===== config.mk =====
export PLATFORM = sky130hd
export DESIGN_NAME = bcd_stopwatch_ctrl_flat
export DESIGN_NICKNAME = d
export VERILOG_FILES = /design/src/rtl/bcd_stopwatch_ctrl_if.sv /design/src/rtl/bcd_stopwatch_ctrl.sv /design/src/flat_wrapper.sv
export SDC_FILE = /design/constraint.sdc
export NUM_CORES = 1
export LEC_CHECK = 0
export BUFFER_PORTS_ARGS = -buffer_cell sky130_fd_sc_hd__buf_4
export CORE_MARGIN = 5
export CORE_UTILIZATION = 35
export DETAILED_ROUTE_END_ITERATION = 16
export PLACE_DENSITY = 0.67
export SYNTH_ARGS = -nofsm -noshare
export SYNTH_HDL_FRONTEND = slang
export SYNTH_SLANG_ARGS = --single-unit

===== constraint.sdc =====
create_clock -name clk -period 1.5 [get_ports clk]
set_input_delay 0.3 -clock clk [delete_from_list [all_inputs] [get_ports clk]]
set_output_delay 0.3 -clock clk [all_outputs]
set_load 0.005 [all_outputs]

===== src/rtl/bcd_stopwatch_ctrl_if.sv =====
// Stopwatch controller bus: operator pulses, counter status in, counter
// control and display/status out.
//   master: drives start_stop, clear, lap, bcd_in, eos, overflow
//   slave : drives cnt_en, cnt_clr, display_bcd, running, full, lap_hold, err
interface bcd_stopwatch_ctrl_if #(
  parameter int unsigned NDIGITS = 4
);
  localparam int unsigned DW = 4 * NDIGITS;

  logic          start_stop;
  logic          clear;
  logic          lap;
  logic [DW-1:0] bcd_in;
  logic          eos;
  logic          overflow;
  logic          cnt_en;
  logic          cnt_clr;
  logic [DW-1:0] display_bcd;
  logic          running;
  logic          full;
  logic          lap_hold;
  logic          err;

  modport master (
    output start_stop, clear, lap, bcd_in, eos, overflow,
    input  cnt_en, cnt_clr, display_bcd, running, full, lap_hold, err
  );

  modport slave (
    input  start_stop, clear, lap, bcd_in, eos, overflow,
    output cnt_en, cnt_clr, display_bcd, running, full, lap_hold, err
  );
endinterface


===== src/rtl/bcd_stopwatch_ctrl.sv =====
// Run/pause/clear controller for an external N-digit BCD counter.
// A prescaler turns clk into count ticks while running; the FSM stops at
// end-of-scale and waits for clear.
// Optional lap-freeze of the displayed value: define BCD_STOPWATCH_LAP_EN.
// Ports:
//   clk  - clock, rising edge
//   rst  - asynchronous reset, active low
//   bus  - bcd_stopwatch_ctrl_if.slave
//            in : start_stop, clear, lap (pulses), bcd_in, eos, overflow
//            out: cnt_en, cnt_clr, display_bcd, running, full, lap_hold, err
module bcd_stopwatch_ctrl #(
  parameter int unsigned NDIGITS  = 4,
  parameter int unsigned PRESCALE = 100
) (
  input  logic                 clk,
  input  logic                 rst,
  bcd_stopwatch_ctrl_if.slave  bus
);

  localparam int unsigned DW = 4 * NDIGITS;
  localparam int unsigned PW = (PRESCALE > 1) ? $clog2(PRESCALE) : 1;
  localparam logic [PW-1:0] PRESC_MAX = PW'(PRESCALE - 1);

  typedef enum logic [1:0] {
    S_IDLE  = 2'd0,
    S_RUN   = 2'd1,
    S_PAUSE = 2'd2,
    S_FULL  = 2'd3
  } state_t;

  state_t        state_q;
  state_t        state_nxt;
  logic [PW-1:0] presc_q;
  logic          cnt_clr_q;
  logic          err_q;

  logic          tick_c;
  logic          clear_acc_c;
  logic          running_c;
  logic          full_c;
  logic          presc_adv_c;
  logic [DW-1:0] live_bcd;

  assign live_bcd = bus.bcd_in;

  // State register
  always_ff @(posedge clk or negedge rst) begin
    if (!rst) state_q <= S_IDLE;
    else      state_q <= state_nxt;
  end

  // Next-state logic; clear takes precedence over start_stop wherever it is accepted
  always_comb begin
    state_nxt = state_q;
    case (state_q)
      S_IDLE:  if (!bus.clear && bus.start_stop) state_nxt = S_RUN;
      S_RUN: begin
        if (bus.eos)             state_nxt = S_FULL;
        else if (bus.start_stop) state_nxt = S_PAUSE;
      end
      S_PAUSE: begin
        if (bus.clear)           state_nxt = S_IDLE;
        else if (bus.start_stop) state_nxt = S_RUN;
      end
      S_FULL:  if (bus.clear) state_nxt = S_IDLE;
      default: state_nxt = S_IDLE;
    endcase
  end

  // Output decode from the state register
  always_comb begin
    clear_acc_c = 1'b0;
    running_c   = 1'b0;
    full_c      = 1'b0;
    tick_c      = 1'b0;
    case (state_q)
      S_IDLE, S_PAUSE, S_FULL: clear_acc_c = bus.clear;
      default:                 clear_acc_c = 1'b0;
    endcase
    running_c = (state_q == S_RUN);
    full_c    = (state_q == S_FULL);
    tick_c    = (state_q == S_RUN) && (presc_q == PRESC_MAX);
  end

  // Leaving RUN freezes the phase, except that a tick just consumed wraps so
  // resuming never produces a second enable for the same period.
  assign presc_adv_c = (state_q == S_RUN) && ((state_nxt == S_RUN) || tick_c);

  // Tick prescaler
  always_ff @(posedge clk or negedge rst) begin
    if (!rst) begin
      presc_q <= '0;
    end else if (state_nxt == S_IDLE) begin
      presc_q <= '0;
    end else if (presc_adv_c) begin
      presc_q <= tick_c ? '0 : presc_q + PW'(1);
    end
  end

  // Counter clear pulse and sticky overflow error
  always_ff @(posedge clk or negedge rst) begin
    if (!rst) begin
      cnt_clr_q <= 1'b0;
      err_q     <= 1'b0;
    end else begin
      cnt_clr_q <= clear_acc_c;
      if (bus.overflow)     err_q <= 1'b1;
      else if (clear_acc_c) err_q <= 1'b0;
    end
  end

  assign bus.cnt_en  = tick_c & ~bus.eos;
  assign bus.cnt_clr = cnt_clr_q;
  assign bus.err     = err_q;
  assign bus.running = running_c;
  assign bus.full    = full_c;

`ifdef BCD_STOPWATCH_LAP_EN
  logic [DW-1:0] lap_q;
  logic          lap_hold_q;

  // Lap capture/release; returning to IDLE always releases the display
  always_ff @(posedge clk or negedge rst) begin
    if (!rst) begin
      lap_q      <= '0;
      lap_hold_q <= 1'b0;
    end else if (state_nxt == S_IDLE) begin
      lap_hold_q <= 1'b0;
    end else if (bus.lap) begin
      if (lap_hold_q) begin
        lap_hold_q <= 1'b0;
      end else if ((state_q == S_RUN) || (state_q == S_PAUSE)) begin
        lap_q      <= live_bcd;
        lap_hold_q <= 1'b1;
      end
    end
  end

  assign bus.lap_hold    = lap_hold_q;
  assign bus.display_bcd = lap_hold_q ? lap_q : live_bcd;
`else
  logic unused_lap;
  assign unused_lap      = bus.lap;
  assign bus.lap_hold    = 1'b0;
  assign bus.display_bcd = live_bcd;
`endif

endmodule


===== src/flat_wrapper.sv =====
// flat-port wrapper written by rule: the top's interface ports become plain ports
module bcd_stopwatch_ctrl_flat 
#(
  parameter int unsigned NDIGITS  = 4,
  parameter int unsigned PRESCALE = 100
)
  (clk, rst, bus_start_stop, bus_clear, bus_lap, bus_bcd_in, bus_eos, bus_overflow, bus_cnt_en, bus_cnt_clr, bus_display_bcd, bus_running, bus_full, bus_lap_hold, bus_err);
  bcd_stopwatch_ctrl_if #(.NDIGITS(NDIGITS)) bus_i ();
  input  logic clk;
  input  logic rst;
  input wire logic [$bits(bus_i.start_stop)-1:0] bus_start_stop;
  input wire logic [$bits(bus_i.clear)-1:0] bus_clear;
  input wire logic [$bits(bus_i.lap)-1:0] bus_lap;
  input wire logic [$bits(bus_i.bcd_in)-1:0] bus_bcd_in;
  input wire logic [$bits(bus_i.eos)-1:0] bus_eos;
  input wire logic [$bits(bus_i.overflow)-1:0] bus_overflow;
  output wire logic [$bits(bus_i.cnt_en)-1:0] bus_cnt_en;
  output wire logic [$bits(bus_i.cnt_clr)-1:0] bus_cnt_clr;
  output wire logic [$bits(bus_i.display_bcd)-1:0] bus_display_bcd;
  output wire logic [$bits(bus_i.running)-1:0] bus_running;
  output wire logic [$bits(bus_i.full)-1:0] bus_full;
  output wire logic [$bits(bus_i.lap_hold)-1:0] bus_lap_hold;
  output wire logic [$bits(bus_i.err)-1:0] bus_err;
  assign bus_i.start_stop = bus_start_stop;
  assign bus_i.clear = bus_clear;
  assign bus_i.lap = bus_lap;
  assign bus_i.bcd_in = bus_bcd_in;
  assign bus_i.eos = bus_eos;
  assign bus_i.overflow = bus_overflow;
  assign bus_cnt_en = bus_i.cnt_en;
  assign bus_cnt_clr = bus_i.cnt_clr;
  assign bus_display_bcd = bus_i.display_bcd;
  assign bus_running = bus_i.running;
  assign bus_full = bus_i.full;
  assign bus_lap_hold = bus_i.lap_hold;
  assign bus_err = bus_i.err;
  bcd_stopwatch_ctrl #(.NDIGITS(NDIGITS), .PRESCALE(PRESCALE)) u_core (.clk(clk), .rst(rst), .bus(bus_i));
endmodule

# [Word-level counts from Yosys, hierarchy flattened]
# Cells that the tools add are included.
[classes] addsub=1 n_eq_ne=5 muxes=13 n_bitwise=2 n_reduce_logical=10
[ops] cell="7-bit two-way mux" n=3
[ops] cell="2-bit two-way mux" n=6
[ops] cell="2-bit one-hot mux with 4 select lines" n=1
[ops] cell="7-bit by 1-bit adder with 7-bit output, second input constant" n=1
[ops] cell="7-bit == test, second input constant" n=1
[ops] cell="2-bit by 1-bit == test with 1-bit output, second input constant" n=2
[ops] cell="2-bit == test, second input constant" n=2
[ops] cell="2-bit logical NOT" n=2
[ops] cell="2-bit nonzero test" n=2
[ops] cell="1-bit logical AND" n=3
[ops] cell="1-bit two-way mux" n=3
[ops] cell="3-bit OR reduction" n=1
[ops] cell="1-bit AND" n=1
[ops] cell="1-bit logical NOT" n=1
[ops] cell="1-bit logical OR" n=1
[ops] cell="1-bit NOT" n=1
[totals] register_bits=11

# [Logic depth before layout (Yosys ltp)]
# Gate-level depths: netlist (run 1).
[logic_depth] ltp_word=9 mapped_depth=5

# [Worst setup path before layout (run 1)]
# OpenSTA, ideal clock, no wires.
[synth_timing] path_type="flip-flop to flip-flop" startpoint="register u_core.presc_q[0]" endpoint="register u_core.presc_q[0]" setup_time_ps=82 arrival_ps=1285 required_ps=1418 path_slack_ps=133 path_stages_with_launch=5 path_buffers=0 period_less_slack_ps=1367 path_cell_list="dfrtp_1 > ha_1 > a31oi_1 > o21ai_0 > a31oi_1"
[synth_between] elab_chain_len=5
[synth_lines] element="from (decl)" line="bcd_stopwatch_ctrl.sv:33" rtl="logic [PW-1:0] presc_q;"
[synth_lines] element="from (signal assigned)" line="bcd_stopwatch_ctrl.sv:96" rtl="presc_q <= tick_c ? '0 : presc_q + PW'(1);"
[synth_lines] element="parallel branches: the longest is 5 deep, another holds 7-bit by 1-bit adder with 7-bit output"
# Several ways; the timed one is not identified. The select of a mux whose other input is x is not followed.
# A chain may end at the register's enable or synchronous reset.

# [Final worst setup path (run 1)]
[layout_timing] startpoint="register u_core.presc_q[2]" endpoint="output port bus_cnt_en"
[layout_between] elab_chain_len=3
[layout_lines] element="7-bit == test" line="bcd_stopwatch_ctrl.sv:82" rtl="tick_c = (state_q == S_RUN) && (presc_q == PRESC_MAX);"
[layout_lines] element="1-bit logical AND" line="bcd_stopwatch_ctrl.sv:82"
[layout_lines] element="1-bit AND" line="bcd_stopwatch_ctrl.sv:112" rtl="assign bus.cnt_en = tick_c & ~bus.eos;"
[layout_lines] element="to (decl)" line="flat_wrapper.sv:17" rtl="output wire logic [$bits(bus_i.cnt_en)-1:0] bus_cnt_en;"
# Every way passes these cells.

==> results of run 1 <==
==> cell usage in the layout (no fill, tap or decap), drive strengths merged, types with 2 or more instances in the layout <==
cell / count
a21oi: 5
a31oi: 2
and2: 2
and3: 2
buf: 21
clkbuf: 4
dfrtp: 11
inv: 4
nand2: 2
nand2b: 2
nand3: 3
nand4: 3
nor2: 6
o21ai: 6
or3: 2
xor2: 2
==> cells in the mapped netlist <==
library cell  number  area, µm²
buf_4             17        128
dfrtp_1           11        275
o21ai_0            6       30.0
a21oi_1            5       25.0
nor2_1             5       18.8
inv_1              4       15.0
nand3_1            3       15.0
nand4_1            3       18.8
a31oi_1            2       12.5
and3_1             2       12.5
nand2_1            2       7.51
or3_1              2       12.5
xor2_1             2       17.5
a211oi_1           1       7.51
a221oi_1           1       8.76
a31o_2             1       8.76
a32o_1             1       10.0
and2_1             1       6.26
and2_2             1       7.51
and4_1             1       8.76
conb_1             1       3.75
ha_1               1       12.5
nand2b_1           1       6.26
nand2b_4           1       13.8
nor2_2             1       6.26
nor2b_1            1       6.26
nor3_1             1       5.00
nor4b_2            1       15.0
o21a_1             1       7.51
o31ai_1            1       7.51
==> per-stage QoR <==
step	area, µm²	hold WS [ns]	cells	setup slack [ns]
after floorplan	729	0.00441	81	0.133
after global placement	778	0.142	110	0.0310
after detailed placement	778	0.146	110	0.0106
after CTS	831	0.209	116	-0.261
after global routing	838	0.212	117	-0.317
final	838	0.218	117	-0.246
==> final cells by class <==
type	instances	area, µm²
clock buffers	4	26.3
fillers	192	1140
inverters	4	15.0
multi-input cells	49	320
flip-flops and latches	11	275
well taps	27	33.8
repair buffers	22	168
==> power groups by stage <==
| stage | logic (µW) | clock network [µW] | registers, µW |
|---|---|---|---|
| 6_report | 451 | 207 | 398 |
| 4_1_cts | 453 | 216 | 398 |
| 5_1_grt | 497 | 241 | 407 |
| 3_3_place_gp | 442 | 0 | 400 |
| 2_1_floorplan | 270 | 0 | 413 |
| 3_5_place_dp | 447 | 0 | 404 |
==> worst max path at each step <==
stage / end / cells after the start
2_1_floorplan: u_core.presc_q[0] / 4
3_3_place_gp: u_core.presc_q[0] / 4
3_5_place_dp: u_core.presc_q[1] / 5
4_1_cts: bus_cnt_en / 4
5_1_grt: bus_cnt_en / 4
6_report: bus_cnt_en / 4
==> worst max-delay path: cells and delay by family, from the launching register on <==
family                 cells  cell delay [ns]
and+or+nand+nor            2             0.50
DFF                        1             0.41
buffers and inverters      2             0.26
==> routing by layer <==
| layer | global-route usage (%) | part of all wire, % | wire length, µm | vias up |
|---|---|---|---|---|
| li1 | - | - | - | 287 |
| met1 | 11.2 | 41 | 582 | 276 |
| met2 | 17.7 | 50 | 702 | 22 |
| met3 | 2.55 | 5.3 | 75 | 7 |
| met4 | 7.99 | 3.7 | 53 | 0 |
| met5 | 0 | 0 | 0 | - |
==> registers in the layout (all words and copies together), names as in the netlist <==
register / flops
u_core.bus.cnt_clr: 1
u_core.bus.err: 1
u_core.presc_q: 7
u_core.state_q: 2
==> logic make-up after synthesis <==
group,Yosys count
and+or+nand+nor,26
other,1
adders and majority gates,1
buffers and inverters,21
DFF,11
AOI/OAI and AO/OA,19
xor gates and xnor gates,2
==> timing repair <==
item,CTS,global route
endpoints found under the setup margin,3,7
hold buffers,1,0
pin swaps,1,1
cloned,0,0
setup buffers,1,1
endpoints found under the hold margin,11,0
resized for setup,1,0
==> run_results.csv, run 1 <==
group,metric,value,unit
clocking,cts.sinks,11,
pwr,seqPwrFrac,37.7,%
yosys,synthSimpleGateAreaFrac,22.0,%
yosys,synth_cell_type_count,30,
clocking,h-tree-depth,1,
sta,fin_setup_tns,-0.367,ns
clocking,cts_tree,"yes",
drt,vias,592,
worst_setup_path,timing.rr.start,"u_core.presc_q[2]",
clocking,root_buffer,"clkbuf_4",
global_routing,grt_pass1_vias,599,
pwr,intPower,679,µW
global_routing,grt_pass1_wl,2550,µm
sta,setup_ws,-0.246,ns
run_status,status,"finished with violations",
drt,first_iter_violations,1,
worst_hold_path,hold_depth,2,
yosys,synth-seq-area-share,37.7,%
drt,vias_per_cell,5.06,
placement,place_hpwl,1080,µm
yosys,postSynthCellCount,81,
flow_run,cap_violations,0,
yosys,syn_nets,105,
global_routing,grt.total_usage,10.5,%
floorplanning,die_h,55.7,µm
final_layout,final_nets,115,
sta,min_period,1.75,ns
floorplanning,placement_rows,16,
drt,routed_wl,1410,µm
worst_setup_path,critical_path.slowest_cell,"dfrtp_1",
pwr,peakVddDrop,0.000643,V
clocking,clock_latency,0.27,ns
sta,max_freq,573,MHz
final_layout,n_antenna_cell,0,
sta,post-route-period-util,116,%
worst_setup_path,reg2reg_slack,-0.06,ns
drt,wl_per_cell,12.1,µm
worst_setup_path,r2r_cells,6,
drt,firstDrtPassIters,4,
clocking,cts_max_path_buffers,2,
pwr,p_leak,0.000398,µW
yosys,syn-cell-area,729,µm²
final_layout,final_layout_size_suffix_gt1_share,32.2,%
pwr,combPwrFrac,42.7,%
run_status,failed_checks,"negative setup slack",
worst_hold_path,worstHoldEndpoint,"u_core.state_q[1]",
clocking,clk_pin_slew_worst_paths,0.07,ns
yosys,synthMuxAreaShare,0,%
final_layout,final_util,42.3,%
worst_setup_path,required,1.20,ns
worst_setup_path,cp-end-kind,"output port",
global_routing,grt_max_degree,12,
sta,report.final.slew_viol_count,0,
pwr,switchingPower,377,µW
pwr,p_sw_share,35.7,%
yosys,synth.avg_cell_area,9.01,µm²
global_routing,antenna_found_initial,0,
yosys,synth_fa_ha_area_share,1.72,%
sta,finalHoldViolCount,0,
drt,drcViolationCount,0,
yosys,synth_top_family_by_area,"simple AND/OR/NAND/NOR gates",
worst_setup_path,path_cells,"nor4b_4 > buf_4 > and4_1 > buf_4",
pwr,pwr-share-clk,19.6,%
placement,routabilityCongestion,0.807,
global_routing,grt_overflow,0,
final_layout,synthToLayoutAreaGrowth,14.9,%
floorplanning,coreArea,0.00198,mm²
pwr,p_per_area,1260,mW/mm²
worst_setup_path,cp_max_fo,2,
worst_setup_path,slowest_delay,0.41,ns
floorplanning,die_w,55.7,µm
clocking,cts_inserted_buffers,3,
worst_setup_path,arrival,1.45,ns
worst_setup_path,crit_type,"reg2out",
placement,port_buffers,10,
worst_setup_path,crit_top_cell,"buf_4",
floorplanning,dieArea,0.00310,mm²
worst_setup_path,cp-startpoint,"u_core.presc_q[2]",
sta,setup_viol,5,
floorplanning,io_pins,45,
sta,rsz0062_at_grt,"true",
yosys,ys_ff_latch,11,
drt,route.antenna.remaining_nets,0,
sta,fin_skew,0.00510,ns
worst_setup_path,r2r_end,"u_core.presc_q[1]",
yosys,yosysWarnings,0,
pwr,fin_total_pwr,1060,µW
floorplanning,initial_utilization,36.8,%
worst_setup_path,start_kind,"register",
yosys,synth_xor_area_share,2.40,%
worst_hold_path,worstHoldStart,"bus_clear",
yosys,synth_compound_area_share,16.1,%
worst_hold_path,hold_class,"in2reg",
No activity file was read; power rests on OpenSTA's default activity.
==> inputs of run 2 (changes only) <==
Settings changed: CORE_UTILIZATION 35 to 30, PLACE_DENSITY 0.67 to default.
==> run_results.csv, run 2 (synthesized netlist as in run 1, its figures left out) <==
group,metric,value,unit
run_status,status,"finished with violations",
run_status,failed_checks,"negative setup slack",
pwr,p_leak,0.000392,µW
worst_setup_path,crit_type,"reg2out",
floorplanning,coreArea,0.00228,mm²
drt,routed_wl,1470,µm
placement,place_ws,0.0439,ns
worst_hold_path,hold_class,"in2reg",
worst_setup_path,cp_max_fo,2,
drt,route.antenna.remaining_nets,0,
placement,port_buffers,10,
clocking,cts_max_path_buffers,2,
placement,routabilityCongestion,0.847,
clocking,cts_tree,"yes",
final_layout,multi_input_area,312,µm²
final_layout,mostFrequentLayoutCells,"20 x buf_4, 11 x dfrtp_1, 6 x o21ai_0",
pwr,peakVddDrop,0.000483,V
worst_setup_path,reg2reg_slack,0.03,ns
floorplanning,io_pins,45,
placement,placed_cell_area,787,µm²
final_layout,design_area,823,µm²
floorplanning,die_w,59.3,µm
clocking,cts_inserted_buffers,3,
final_layout,final_nets,114,
sta,min_period,1.75,ns
placement,dp_cells,112,
worst_setup_path,required,1.20,ns
clocking,clock_latency,0.28,ns
pwr,p_per_area,1320,mW/mm²
final_layout,largest_register,"u_core.presc_q",
global_routing,antenna_found_initial,0,
drt,vias_per_cell,5.14,
drt,wl_per_cell,12.6,µm
sta,setup_viol,1,
final_layout,fin_cells,117,
global_routing,grt_pass1_vias,588,
clocking,root_buffer,"clkbuf_4",
final_layout,synthToLayoutAreaGrowth,12.9,%
sta,fin_skew,0.00407,ns
final_layout,fillCellCount,226,
global_routing,grt_pass1_wl,2500,µm
final_layout,reg_top3,"u_core.presc_q (7), u_core.state_q (2)",
final_layout,largest_register_ffs,7,
floorplanning,dieArea,0.00352,mm²
worst_setup_path,arrival,1.45,ns
drt,vias,601,
pwr,fin_total_pwr,1080,µW
sta,whs,0.210,ns
floorplanning,placement_rows,17,
floorplanning,initial_utilization,32.1,%
final_layout,regArea,275,µm²
clocking,cts_resized,0,
floorplanning,die_h,59.3,µm
drt,drcViolationCount,0,
final_layout,final_common_cell,"buf_4",
drt,first_iter_violations,8,
sta,setup_ws,-0.251,ns
sta,report.final.slew_viol_count,0,
sta,finalHoldViolCount,0,
final_layout,n_antenna_cell,0,
final_layout,final_layout_size_suffix_gt1_share,31.5,%
global_routing,grt_max_degree,12,
sta,max_freq,571,MHz
placement,place_hpwl,1100,µm
clocking,clk_pin_slew_worst_paths,0.07,ns
global_routing,grt_overflow,0,
sta,rsz0062_at_grt,"true",
worst_setup_path,start_kind,"register",
worst_setup_path,cp-end-kind,"output port",
sta,post-route-period-util,117,%
global_routing,grt.total_usage,9.46,%
clocking,h-tree-depth,1,
flow_run,cap_violations,0,
drt,firstDrtPassIters,4,
clocking,cts.sinks,11,
-- run 2: stage by stage --
step	util [%]	setup TNS [ns]
4_1_cts	36.2	-0.265
6_report	36.2	-0.251
5_1_grt	36.2	-0.446
3_5_place_dp	34.6	0
3_3_place_gp	34.6	0
2_1_floorplan	-	0
-- run 2: final cells by class --
| class | count | share of cell area, % |
|---|---|---|
| Inverter | 4 | 1.82 |
| Multi-Input combinational cell | 49 | 37.8 |
| Timing Repair Buffer | 21 | 19.5 |
| Clock buffer | 4 | 3.19 |
| Tap cell | 28 | 4.26 |
| Sequential cell | 11 | 33.4 |
-- run 2: worst max-delay path, stage by stage, from the launching register on --
cell     delay [ns]
dfrtp_1        0.39
nor4b_2        0.32
buf_4          0.16
and4_1         0.20
buf_4          0.11
-- run 2: path summary, 6_finish.rpt --
check | cells after the start | endpoint | startpoint
hold / removal | 2 | u_core.bus.err | bus_overflow
setup / recovery | 4 | bus_cnt_en | u_core.presc_q[3]
hold reg to reg | 1 | u_core.presc_q[1] | u_core.presc_q[1]
setup reg to reg | 5 | u_core.presc_q[1] | u_core.presc_q[3]
min in group asynchronous | 2 | u_core.presc_q[6] | rst
max in group asynchronous | 2 | u_core.bus.cnt_clr | rst
-- run 2: power breakdown --
part | switching, µW | internal, µW | leakage (µW)
clock | 106 | 103 | 0.0000150
sequential | 46.9 | 352 | 0.000144
combinational | 236 | 239 | 0.000234
-- run 2: what timing repair did --
item,in CTS,in global routing
endpoints found under the setup margin,1,5
gates cloned,0,0
hold endpoints to repair,11,0
setup buffers,0,0
hold buffers,1,0
-- run 2: layer usage --
metal  wire length (µm)  up-vias  global-route usage [%]
met3                 77        9                    1.53
li1                   -      283                       -
met1                634      281                    10.4
met2                714       28                    14.5
met5                  0        -                       0
met4                 48        0                    10.4
